===== src/rtl/fpu_pkg.sv =====
// fpu_pkg: shared types and format helpers for the floating-point unit.
package fpu_pkg;

    typedef enum logic [1:0] {
        OP_ADD  = 2'b00,
        OP_SUB  = 2'b01,
        OP_MUL  = 2'b10,
        OP_RSVD = 2'b11
    } fpu_op_e;

    typedef struct packed {
        logic invalid;
        logic overflow;
        logic underflow;
        logic inexact;
    } fpu_flags_t;

    function automatic int fmt_width(input int exp_w, input int mant_w);
        return 1 + exp_w + mant_w;
    endfunction

    function automatic int exp_bias(input int exp_w);
        return (1 << (exp_w - 1)) - 1;
    endfunction

    function automatic int exp_max(input int exp_w);
        return (1 << exp_w) - 1;
    endfunction

endpackage


===== src/rtl/fpu_lzc.sv =====
// fpu_lzc: leading-zero counter; an all-zero input reports WIDTH.
module fpu_lzc #(
    parameter int WIDTH = 27,
    parameter int CW    = $clog2(WIDTH + 1)
) (
    input  logic [WIDTH-1:0] value,
    output logic [CW-1:0]    count
);

    // Scan upward from the LSB so the highest set bit decides the count.
    always_comb begin
        count = CW'(WIDTH);
        for (int i = 0; i < WIDTH; i++) begin
            if (value[i]) count = CW'(WIDTH - 1 - i);
        end
    end

endmodule


===== src/rtl/fpu_core.sv =====
// fpu_core: multi-cycle add/sub/mul unit for IEEE-754-style binary formats.
// One operation in flight; subnormal inputs and results are flushed to zero.
module fpu_core
    import fpu_pkg::*;
#(
    parameter int EXP_W  = 8,
    parameter int MANT_W = 23
) (
    input  logic                    clock,
    input  logic                    reset,
    input  logic                    in_valid,
    output logic                    in_ready,
    input  logic [EXP_W+MANT_W:0]   op_a,
    input  logic [EXP_W+MANT_W:0]   op_b,
    input  logic [1:0]              op,
    output logic                    out_valid,
    input  logic                    out_ready,
    output logic [EXP_W+MANT_W:0]   result,
    output logic [3:0]              flags
);

    localparam int W   = fmt_width(EXP_W, MANT_W);
    localparam int SW  = MANT_W + 5;
    localparam int XW  = EXP_W + 2;
    localparam int LZW = $clog2(MANT_W + 5);

    localparam logic signed [XW-1:0] BIAS     = XW'(exp_bias(EXP_W));
    localparam logic signed [XW-1:0] EXP_SAT  = XW'(exp_max(EXP_W));
    localparam logic signed [XW-1:0] EXP_ONE  = XW'(1);
    localparam logic [EXP_W-1:0]     SHIFT_LIMIT = EXP_W'(MANT_W + 3);
    localparam logic [W-1:0]         QNAN     = {1'b0, {EXP_W{1'b1}}, 1'b1, {(MANT_W-1){1'b0}}};
    localparam logic [W-2:0]         INF_MAG  = {{EXP_W{1'b1}}, {MANT_W{1'b0}}};

    typedef enum logic [2:0] {
        IDLE, CLASSIFY, ALIGN, ADD, MUL, NORM, ROUND, DONE
    } state_e;

    state_e              state;
    logic [W-1:0]        a_r, b_r;
    fpu_op_e             op_r;
    logic                big_sign, small_sign;
    logic [EXP_W-1:0]    big_exp, small_exp;
    logic [MANT_W:0]     big_sig, small_sig;
    logic [MANT_W+3:0]   small_al;
    logic                w_sign;
    logic signed [XW-1:0] w_exp;
    logic [SW-1:0]       w_sig;

    logic                a_sign, b_sign_eff;
    logic [EXP_W-1:0]    a_exp, b_exp;
    logic [MANT_W-1:0]   a_frac, b_frac;
    logic                a_zero, b_zero, a_inf, b_inf, a_nan, b_nan, a_snan, b_snan;
    logic [MANT_W:0]     a_sig, b_sig;

    assign a_sign     = a_r[W-1];
    assign b_sign_eff = b_r[W-1] ^ (op_r == OP_SUB);
    assign a_exp      = a_r[W-2:MANT_W];
    assign b_exp      = b_r[W-2:MANT_W];
    assign a_frac     = a_r[MANT_W-1:0];
    assign b_frac     = b_r[MANT_W-1:0];
    assign a_zero     = (a_exp == '0);
    assign b_zero     = (b_exp == '0);
    assign a_inf      = (a_exp == '1) && (a_frac == '0);
    assign b_inf      = (b_exp == '1) && (b_frac == '0);
    assign a_nan      = (a_exp == '1) && (a_frac != '0);
    assign b_nan      = (b_exp == '1) && (b_frac != '0);
    assign a_snan     = a_nan && !a_frac[MANT_W-1];
    assign b_snan     = b_nan && !b_frac[MANT_W-1];
    assign a_sig      = a_zero ? '0 : {1'b1, a_frac};
    assign b_sig      = b_zero ? '0 : {1'b1, b_frac};

    logic        cls_special;
    logic [W-1:0] cls_result;
    fpu_flags_t  cls_flags;

    // Pick out NaN/infinity/reserved-op cases that skip the arithmetic path.
    always_comb begin
        cls_special = 1'b0;
        cls_result  = QNAN;
        cls_flags   = '0;
        if (op_r == OP_RSVD) begin
            cls_special       = 1'b1;
            cls_flags.invalid = 1'b1;
        end else if (a_nan || b_nan) begin
            cls_special       = 1'b1;
            cls_flags.invalid = a_snan || b_snan;
        end else if (op_r == OP_MUL) begin
            if ((a_inf && b_zero) || (a_zero && b_inf)) begin
                cls_special       = 1'b1;
                cls_flags.invalid = 1'b1;
            end else if (a_inf || b_inf) begin
                cls_special = 1'b1;
                cls_result  = {a_sign ^ b_sign_eff, INF_MAG};
            end
        end else begin
            if (a_inf && b_inf && (a_sign != b_sign_eff)) begin
                cls_special       = 1'b1;
                cls_flags.invalid = 1'b1;
            end else if (a_inf) begin
                cls_special = 1'b1;
                cls_result  = {a_sign, INF_MAG};
            end else if (b_inf) begin
                cls_special = 1'b1;
                cls_result  = {b_sign_eff, INF_MAG};
            end
        end
    end

    logic [EXP_W-1:0]  shift_amt;
    logic [MANT_W+3:0] small_ext, lost_mask, align_val;

    // Right-align the smaller significand, folding shifted-out bits into sticky.
    always_comb begin
        shift_amt = big_exp - small_exp;
        small_ext = {small_sig, 3'b000};
        lost_mask = ~({(MANT_W+4){1'b1}} << shift_amt);
        if (shift_amt >= SHIFT_LIMIT) begin
            align_val = {{(MANT_W+3){1'b0}}, |small_sig};
        end else begin
            align_val = (small_ext >> shift_amt)
                      | {{(MANT_W+3){1'b0}}, |(small_ext & lost_mask)};
        end
    end

    logic [SW-1:0] big_w, small_w, add_sig;
    logic          add_sign;

    // Signed-magnitude add; an exact zero is negative only when both inputs are.
    always_comb begin
        big_w   = {1'b0, big_sig, 3'b000};
        small_w = {1'b0, small_al};
        if (big_sign == small_sign) begin
            add_sig  = big_w + small_w;
            add_sign = big_sign;
        end else if (big_w >= small_w) begin
            add_sig  = big_w - small_w;
            add_sign = big_sign;
        end else begin
            add_sig  = small_w - big_w;
            add_sign = small_sign;
        end
        if (add_sig == '0) add_sign = big_sign & small_sign;
    end

    logic [2*MANT_W+1:0]  prod;
    logic [SW-1:0]        mul_sig;
    logic signed [XW-1:0] mul_exp;

    // Full significand product; bits below the round position collapse to sticky.
    always_comb begin
        prod    = {{(MANT_W+1){1'b0}}, big_sig} * {{(MANT_W+1){1'b0}}, small_sig};
        mul_sig = {prod[2*MANT_W+1:MANT_W-2], |prod[MANT_W-3:0]};
        mul_exp = $signed({2'b00, big_exp}) + $signed({2'b00, small_exp}) - BIAS;
    end

    logic [LZW-1:0]       lz;
    logic [SW-1:0]        norm_sig;
    logic signed [XW-1:0] norm_exp;

    fpu_lzc #(.WIDTH(MANT_W + 4)) u_lzc (
        .value (w_sig[SW-2:0]),
        .count (lz)
    );

    // Normalise: one-bit right shift on carry-out, otherwise left by leading zeros.
    always_comb begin
        if (w_sig[SW-1]) begin
            norm_sig = {1'b0, w_sig[SW-1:2], w_sig[1] | w_sig[0]};
            norm_exp = w_exp + EXP_ONE;
        end else begin
            norm_sig = w_sig << lz;
            norm_exp = w_exp - $signed({{(XW-LZW){1'b0}}, lz});
        end
    end

    logic                 guard, rnd, stk, round_up;
    logic [MANT_W+1:0]    mant_rnd;
    logic [MANT_W-1:0]    frac_fin;
    logic signed [XW-1:0] exp_rnd;
    logic [W-1:0]         rnd_result;
    fpu_flags_t           rnd_flags;

    // Round to nearest even, then saturate to infinity or flush to zero.
    always_comb begin
        guard    = w_sig[2];
        rnd      = w_sig[1];
        stk      = w_sig[0];
        round_up = guard & (rnd | stk | w_sig[3]);
        mant_rnd = {1'b0, w_sig[SW-2:3]} + {{(MANT_W+1){1'b0}}, round_up};
        if (mant_rnd[MANT_W+1]) begin
            frac_fin = mant_rnd[MANT_W:1];
            exp_rnd  = w_exp + EXP_ONE;
        end else begin
            frac_fin = mant_rnd[MANT_W-1:0];
            exp_rnd  = w_exp;
        end
        rnd_flags = '0;
        if (w_sig == '0) begin
            rnd_result = {w_sign, {(W-1){1'b0}}};
        end else if (exp_rnd >= EXP_SAT) begin
            rnd_result         = {w_sign, INF_MAG};
            rnd_flags.overflow = 1'b1;
            rnd_flags.inexact  = 1'b1;
        end else if (exp_rnd[XW-1] || (exp_rnd == '0)) begin
            rnd_result          = {w_sign, {(W-1){1'b0}}};
            rnd_flags.underflow = 1'b1;
            rnd_flags.inexact   = 1'b1;
        end else begin
            rnd_result        = {w_sign, exp_rnd[EXP_W-1:0], frac_fin};
            rnd_flags.inexact = guard | rnd | stk;
        end
    end

    // Control FSM stepping one operation through the datapath stages.
    always_ff @(posedge clock) begin
        if (reset) begin
            state     <= IDLE;
            in_ready  <= 1'b1;
            out_valid <= 1'b0;
            result    <= '0;
            flags     <= '0;
        end else begin
            case (state)
                IDLE: begin
                    if (in_valid && in_ready) begin
                        a_r      <= op_a;
                        b_r      <= op_b;
                        op_r     <= fpu_op_e'(op);
                        in_ready <= 1'b0;
                        state    <= CLASSIFY;
                    end
                end
                CLASSIFY: begin
                    if (cls_special) begin
                        result    <= cls_result;
                        flags     <= cls_flags;
                        out_valid <= 1'b1;
                        state     <= DONE;
                    end else begin
                        if (a_exp >= b_exp) begin
                            big_sign   <= a_sign;
                            big_exp    <= a_exp;
                            big_sig    <= a_sig;
                            small_sign <= b_sign_eff;
                            small_exp  <= b_exp;
                            small_sig  <= b_sig;
                        end else begin
                            big_sign   <= b_sign_eff;
                            big_exp    <= b_exp;
                            big_sig    <= b_sig;
                            small_sign <= a_sign;
                            small_exp  <= a_exp;
                            small_sig  <= a_sig;
                        end
                        w_sign <= a_sign ^ b_sign_eff;
                        state  <= (op_r == OP_MUL) ? MUL : ALIGN;
                    end
                end
                ALIGN: begin
                    small_al <= align_val;
                    state    <= ADD;
                end
                ADD: begin
                    w_sig  <= add_sig;
                    w_sign <= add_sign;
                    w_exp  <= $signed({2'b00, big_exp});
                    state  <= NORM;
                end
                MUL: begin
                    w_sig <= mul_sig;
                    w_exp <= mul_exp;
                    state <= NORM;
                end
                NORM: begin
                    w_sig <= norm_sig;
                    w_exp <= norm_exp;
                    state <= ROUND;
                end
                ROUND: begin
                    result    <= rnd_result;
                    flags     <= rnd_flags;
                    out_valid <= 1'b1;
                    state     <= DONE;
                end
                DONE: begin
                    if (out_ready) begin
                        out_valid <= 1'b0;
                        in_ready  <= 1'b1;
                        state     <= IDLE;
                    end
                end
                default: state <= IDLE;
            endcase
        end
    end

endmodule


===== config.mk =====
export PLATFORM = sky130hd
export DESIGN_NAME = fpu_core
export DESIGN_NICKNAME = d
export VERILOG_FILES = /design/src/rtl/fpu_pkg.sv /design/src/rtl/fpu_lzc.sv /design/src/rtl/fpu_core.sv
export SDC_FILE = /design/constraint.sdc
export NUM_CORES = 2
export LEC_CHECK = 0
export BUFFER_PORTS_ARGS = -buffer_cell sky130_fd_sc_hd__buf_2
export CORE_UTILIZATION = 60
export CTS_CLUSTER_SIZE = 12
export DETAILED_ROUTE_END_ITERATION = 12
export GPL_ROUTABILITY_DRIVEN = 0
export PLACE_DENSITY = 0.77
export SLEW_MARGIN = 10
export SYNTH_ARGS = -nofsm -noshare
export SYNTH_HDL_FRONTEND = slang
export SYNTH_SLANG_ARGS = --single-unit

===== constraint.sdc =====
create_clock -name clock -period 8.6 [get_ports clock]
set_input_delay 0.86 -clock clock [delete_from_list [all_inputs] [get_ports clock]]
set_output_delay 0.86 -clock clock [all_outputs]
set_load 0.02 [all_outputs]

* Yosys cells after proc, flatten, opt, wreduce, memory -nomap -nowiden *
Cells that the tools add are included.

word-level totals
  register bits = 239
  input bits = 70
  output and inout bits = 38
  logic and storage cells = 207

cells by class
  add/subtract/negate cells = 9
  multiply operators = 1
  $lt $le $gt $ge = 4
  equal/unequal tests = 18
  shifts and indexed selects = 3
  mux-type cells = 94
  bitwise gates (word level) = 13
  reduce and logical (&&, ||, !) cells = 46

operators by type and width
  kind                   number
  $mux 32                9
  $mux 24                4
  $mux 31                3
  $mux 28                3
  $pmux 28 s3            1
  $mux 5                 16
  $pmux 32 s2            1
  $logic_not 28->1       2
  $sub 27x27->28         2
  $mul 24x24->48         1
  $logic_not 23->1       2
  $reduce_bool 23->1     2
  $mux 4                 9
  $mux 1                 30
  $pmux 10 s3            1
  $add 27x27->28         1
  $shl 28x5->28          1
  $and 27x27->27         1
  $ge 27x27->1           1
  $not 27->27            1
  $or 27x1->27           1
  $reduce_or 27->1       1
  $shl 27x8->27 const A  1
  $shr 27x8->27          1
  other kinds (44)       93

* Logic depth before layout (Yosys ltp) *
  word-level depth = 30
  depth in mapped cells = 31
  mapped depth without buffers = 28

* By module *
Synthesis repeated with hierarchy kept, for this count alone.

unflattened totals
  cells, all modules = 4338
  area, all modules = 38045.2 um^2

by module, submodules not included
  module    instances  cells an instance  area an instance (um^2)  seq. area each (um^2)
  fpu_core  1          4287               37767.5                  6766.5
  fpu_lzc   1          51                 277.8                    0.0

* Least setup slack after synthesis *
No wires, ideal clock.

  path type = reg-to-reg
  from = register small_sig[8]
  to = register w_sig[26], data pin
  library setup time = 0.254 ns
  data arrival time = 7.467 ns
  required time = 8.346 ns
  path slack = 0.879 ns
  cell stages (with the launch flop) = 30
  clock period less this slack = 7.721 ns
  cell sequence = edfxtp_1 clkbuf_1 inv_1 clkbuf_1 clkbuf_1 nor2_1 fa_1 fa_1 inv_1 fa_1 fa_1 inv_1 fa_1 fa_1 inv_1 fa_1 inv_1 ha_1 a21o_1 a21oi_1 nor2b_1 or2_2 o41ai_1 o21a_1 o31a_1 o21ai_0 or4_1 nand3_1 mux2i_1 a21o_1

between the ends
  cells in the longest elaborated chain, start to end = 2

RTL lines
  element                   line             source
  start: declaration        fpu_core.sv:43   logic [MANT_W:0] big_sig, small_sig;
  start signal: assignment  fpu_core.sv:246  small_sig <= b_sig;
  start signal: assignment  fpu_core.sv:253  small_sig <= a_sig;
  $mul 24x24->48            fpu_core.sv:151  prod = {{(MANT_W+1){1'b0}}, big_sig} * {{(MANT_W+1){1'b0}}, small_sig};
  $pmux 28 s3               fpu_core.sv:223  case (state)
  end signal: assignment    fpu_core.sv:264  w_sig <= add_sig;
  end signal: assignment    fpu_core.sv:270  w_sig <= mul_sig;
  end signal: assignment    fpu_core.sv:275  w_sig <= norm_sig;
  end: declaration          fpu_core.sv:47   logic [SW-1:0] w_sig;

No other way between the ends.
A chain may end at the register's enable or synchronous reset.

* Worst setup path in the final report *
  from = register small_sig[10]
  to = register w_sig[25], data pin

Same word-level chain as after synthesis.

==> flow_metrics.tcl <==
set metrics [dict create \
    status "complete, no violations" \
    final-seq-area_um2 6770 \
    synth_edf_count 198 \
    grt_max_degree 68 \
    rsz0062_at_grt "no" \
    fin_ws_ns 0.277 \
    dp_hpwl_mm 88.3 \
    r2r_slack_ns 0.28 \
    synth_area_um2 37700 \
    finClkSkew_ns 0.0231 \
    initialDrtViolationCount 3840 \
    clock.fmax_mhz 120 \
    setup_viol 0 \
    synth.avg_cell_area_um2 8.68 \
    clkLatencyLatePin_ns 0.58 \
    syn_nets 5184 \
    yosys_register_bits 239 \
    worst_pin_slew_ns 1.21 \
    final_nets 5168 \
    clk_pin_slew_worst_paths_ns 0.06 \
    yosysMostFrequentCell "inv_1" \
    drc 0 \
    die_h_um 253 \
    first_pass_iters 6 \
    wl_mm 111 \
    hold_viol 0 \
    cts_buffers 27 \
    wl_per_cell_um 21.5 \
    yosys.area.top_type "fa_1" \
    worstPathRequired_ns 9.03 \
    grt_antenna_before_repair 2 \
    synth_area_leaders "fa_1 (26%), edfxtp_1 (16%), ha_1 (9.5%)" \
    synth_compound_area_share_pct 14.5 \
    synthToLayoutAreaGrowth_pct 6.14 \
    grt_util_all_layers_pct 35.4 \
    critPathLaunchType "flop" \
    core_area_um2 61800 \
    fillers 5072 \
    yosysWarnings 0 \
    multi_input_area_um2 27300 \
    ios 108 \
    vias 32400 \
    synth_fa_ha_area_share_pct 35.3 \
    path_class "flop to flop" \
    synthSimpleGateAreaFrac_pct 17.7 \
    ant_nets 0 \
    synth_top_cell_area_share_pct 25.9 \
    syn_inst 4342 \
    synth-xor-area-share_pct 2.56 \
    fin_crit_sh_pct 96.8 \
    ys_types 86 \
    yosysSeqAreaShare_pct 18.0 \
    clock_path_buffers 3 \
    num_rows 91 \
    asyncSetResetFlopFracSynth_pct 0 \
    hold_path.class "flop to flop" \
    portBuffers 107 \
    ys_top_cells_by_count "inv_1 (686), nand2_1 (501), fa_1 (487), ha_1 (285), and2_1 (275)" \
    htreeDepth 1 \
    max_slew_margin_pct 19.2 \
    synth_flop_cell "edfxtp_1" \
    post-place-ws_ns 0.378 \
    min_period_ns 8.32 \
    dp.cells 5131 \
    cts_tree "yes" \
    fin_cells 5180 \
    grt_pass1_wl_mm 176 \
    utilization_pct 64.7 \
    start_util_pct 60.9 \
    end_kind "flop" \
    finalMaxSlewViolations 0 \
    routed_via_density 6.25 \
    die-area_um2 63800 \
    cap_violations 0 \
    synth_top_family_by_area "adder cells" \
    cts_sinks 239 \
    fin_setup_tns_ns 0 \
    root_buffer "clkbuf_16" \
    grt_pass1_vias 32300 \
    die_w_um 253 \
    arrival_ns 8.75 \
    overflow 0 \
    drive_above_1_share_pct 7.69 \
    path_max_fanout 21 \
    synth_mux_area_share_pct 2.32 \
]
## cell usage in the layout (no fill, tap or decap), types with 24 or more instances in the layout
cell type,Yosys,routed
fa_1,487,486
edfxtp_1,198,198
a21oi_1,186,183
nand4_1,30,30
a22o_1,61,61
nand2b_1,26,26
nor4_1,39,39
inv_1,686,686
ha_1,285,285
nand3_1,110,110
nor3_1,51,50
buf_4,1,113
a21o_1,57,57
a211oi_1,37,37
mux2_2,24,24
nand2_1,501,501
nor2_1,226,226
and2_1,275,275
o211ai_1,34,34
o21ai_0,164,163
and3_1,27,27
dfxtp_1,41,41
xnor2_1,80,79
buf_2,12,107
xor2_1,30,29
nor2b_1,29,29
clkbuf_16,0,27
mux2i_1,47,47
a31oi_1,42,42
## per-stage QoR
stage,instance area [um^2],hold WS (ns)
2_1_floorplan,37700,0.517
3_3_place_gp,39200,0.421
4_1_cts,40000,0.437
6_report,40000,0.437
3_5_place_dp,39200,0.427
5_1_grt,40000,0.448
## sequential cells by signal, indices dropped and copies added, names as in the netlist, 2 cells and up
signal and flops:
a_r 32, b_r 32, result 32, w_sig 28
small_al 27, big_sig 24, small_sig 24, w_exp 10
big_exp 8, small_exp 8, flags 4, state 3
op_r 2
## cell type report
type	instances	area share, %
sequential	239	16.9
timing repair buffer	224	3.66
clock buffer	33	1.80
tap	837	2.62
inverter	687	6.45
clock inverter	11	0.181
multi-input combinational	3147	68.4
antenna	2	0.0125
## path summary, 6_finish.rpt
check	startpoint	to	depth (start not counted)
setup / recovery	small_sig[10]	w_sig[25]	26
setup reg to reg	small_sig[10]	w_sig[25]	26
hold reg to reg	result[16]	result[16]	2
hold / removal	result[16]	result[16]	2
## critical path, cell delays in order, from the launching register on
cell	delay, ns
edfxtp_1	1.08
buf_4	0.32
and2_1	0.16
fa_1	0.46
fa_1	0.54
inv_1	0.05
fa_1	0.48
fa_1	0.55
inv_1	0.05
fa_1	0.45
fa_1	0.49
inv_1	0.05
fa_1	0.51
inv_1	0.06
ha_1	0.35
a21o_1	0.20
a21o_1	0.17
a221o_1	0.37
nand3_1	0.09
o211ai_1	0.09
a31o_2	0.28
a31o_2	0.29
a41oi_1	0.31
a211oi_1	0.13
mux2_2	0.30
o32a_1	0.30
nand2_1	0.06
## logic make-up after synthesis
logic type	Yosys count
AOI/OAI and AO/OA	810
buffers and inverters	956
muxes	77
adders and majority gates	772
and+or+nand+nor	1378
xor gates and xnor gates	110
DFF	239
## routing by layer
layer	part of all wire (%)	track usage, %
met1	39	47.6
met2	45	55.6
met3	11	7.39
met4	5.0	14.5
met5	0.021	0
## what timing repair did
action	in CTS	in global routing
setup endpoints to repair	0	2
setup buffers	0	3
hold buffers	0	0
resized for setup	0	1
Power is left out: the tool's default activity adds up to more than one toggle a clock period on the data nets, which glitch-free logic cannot reach.
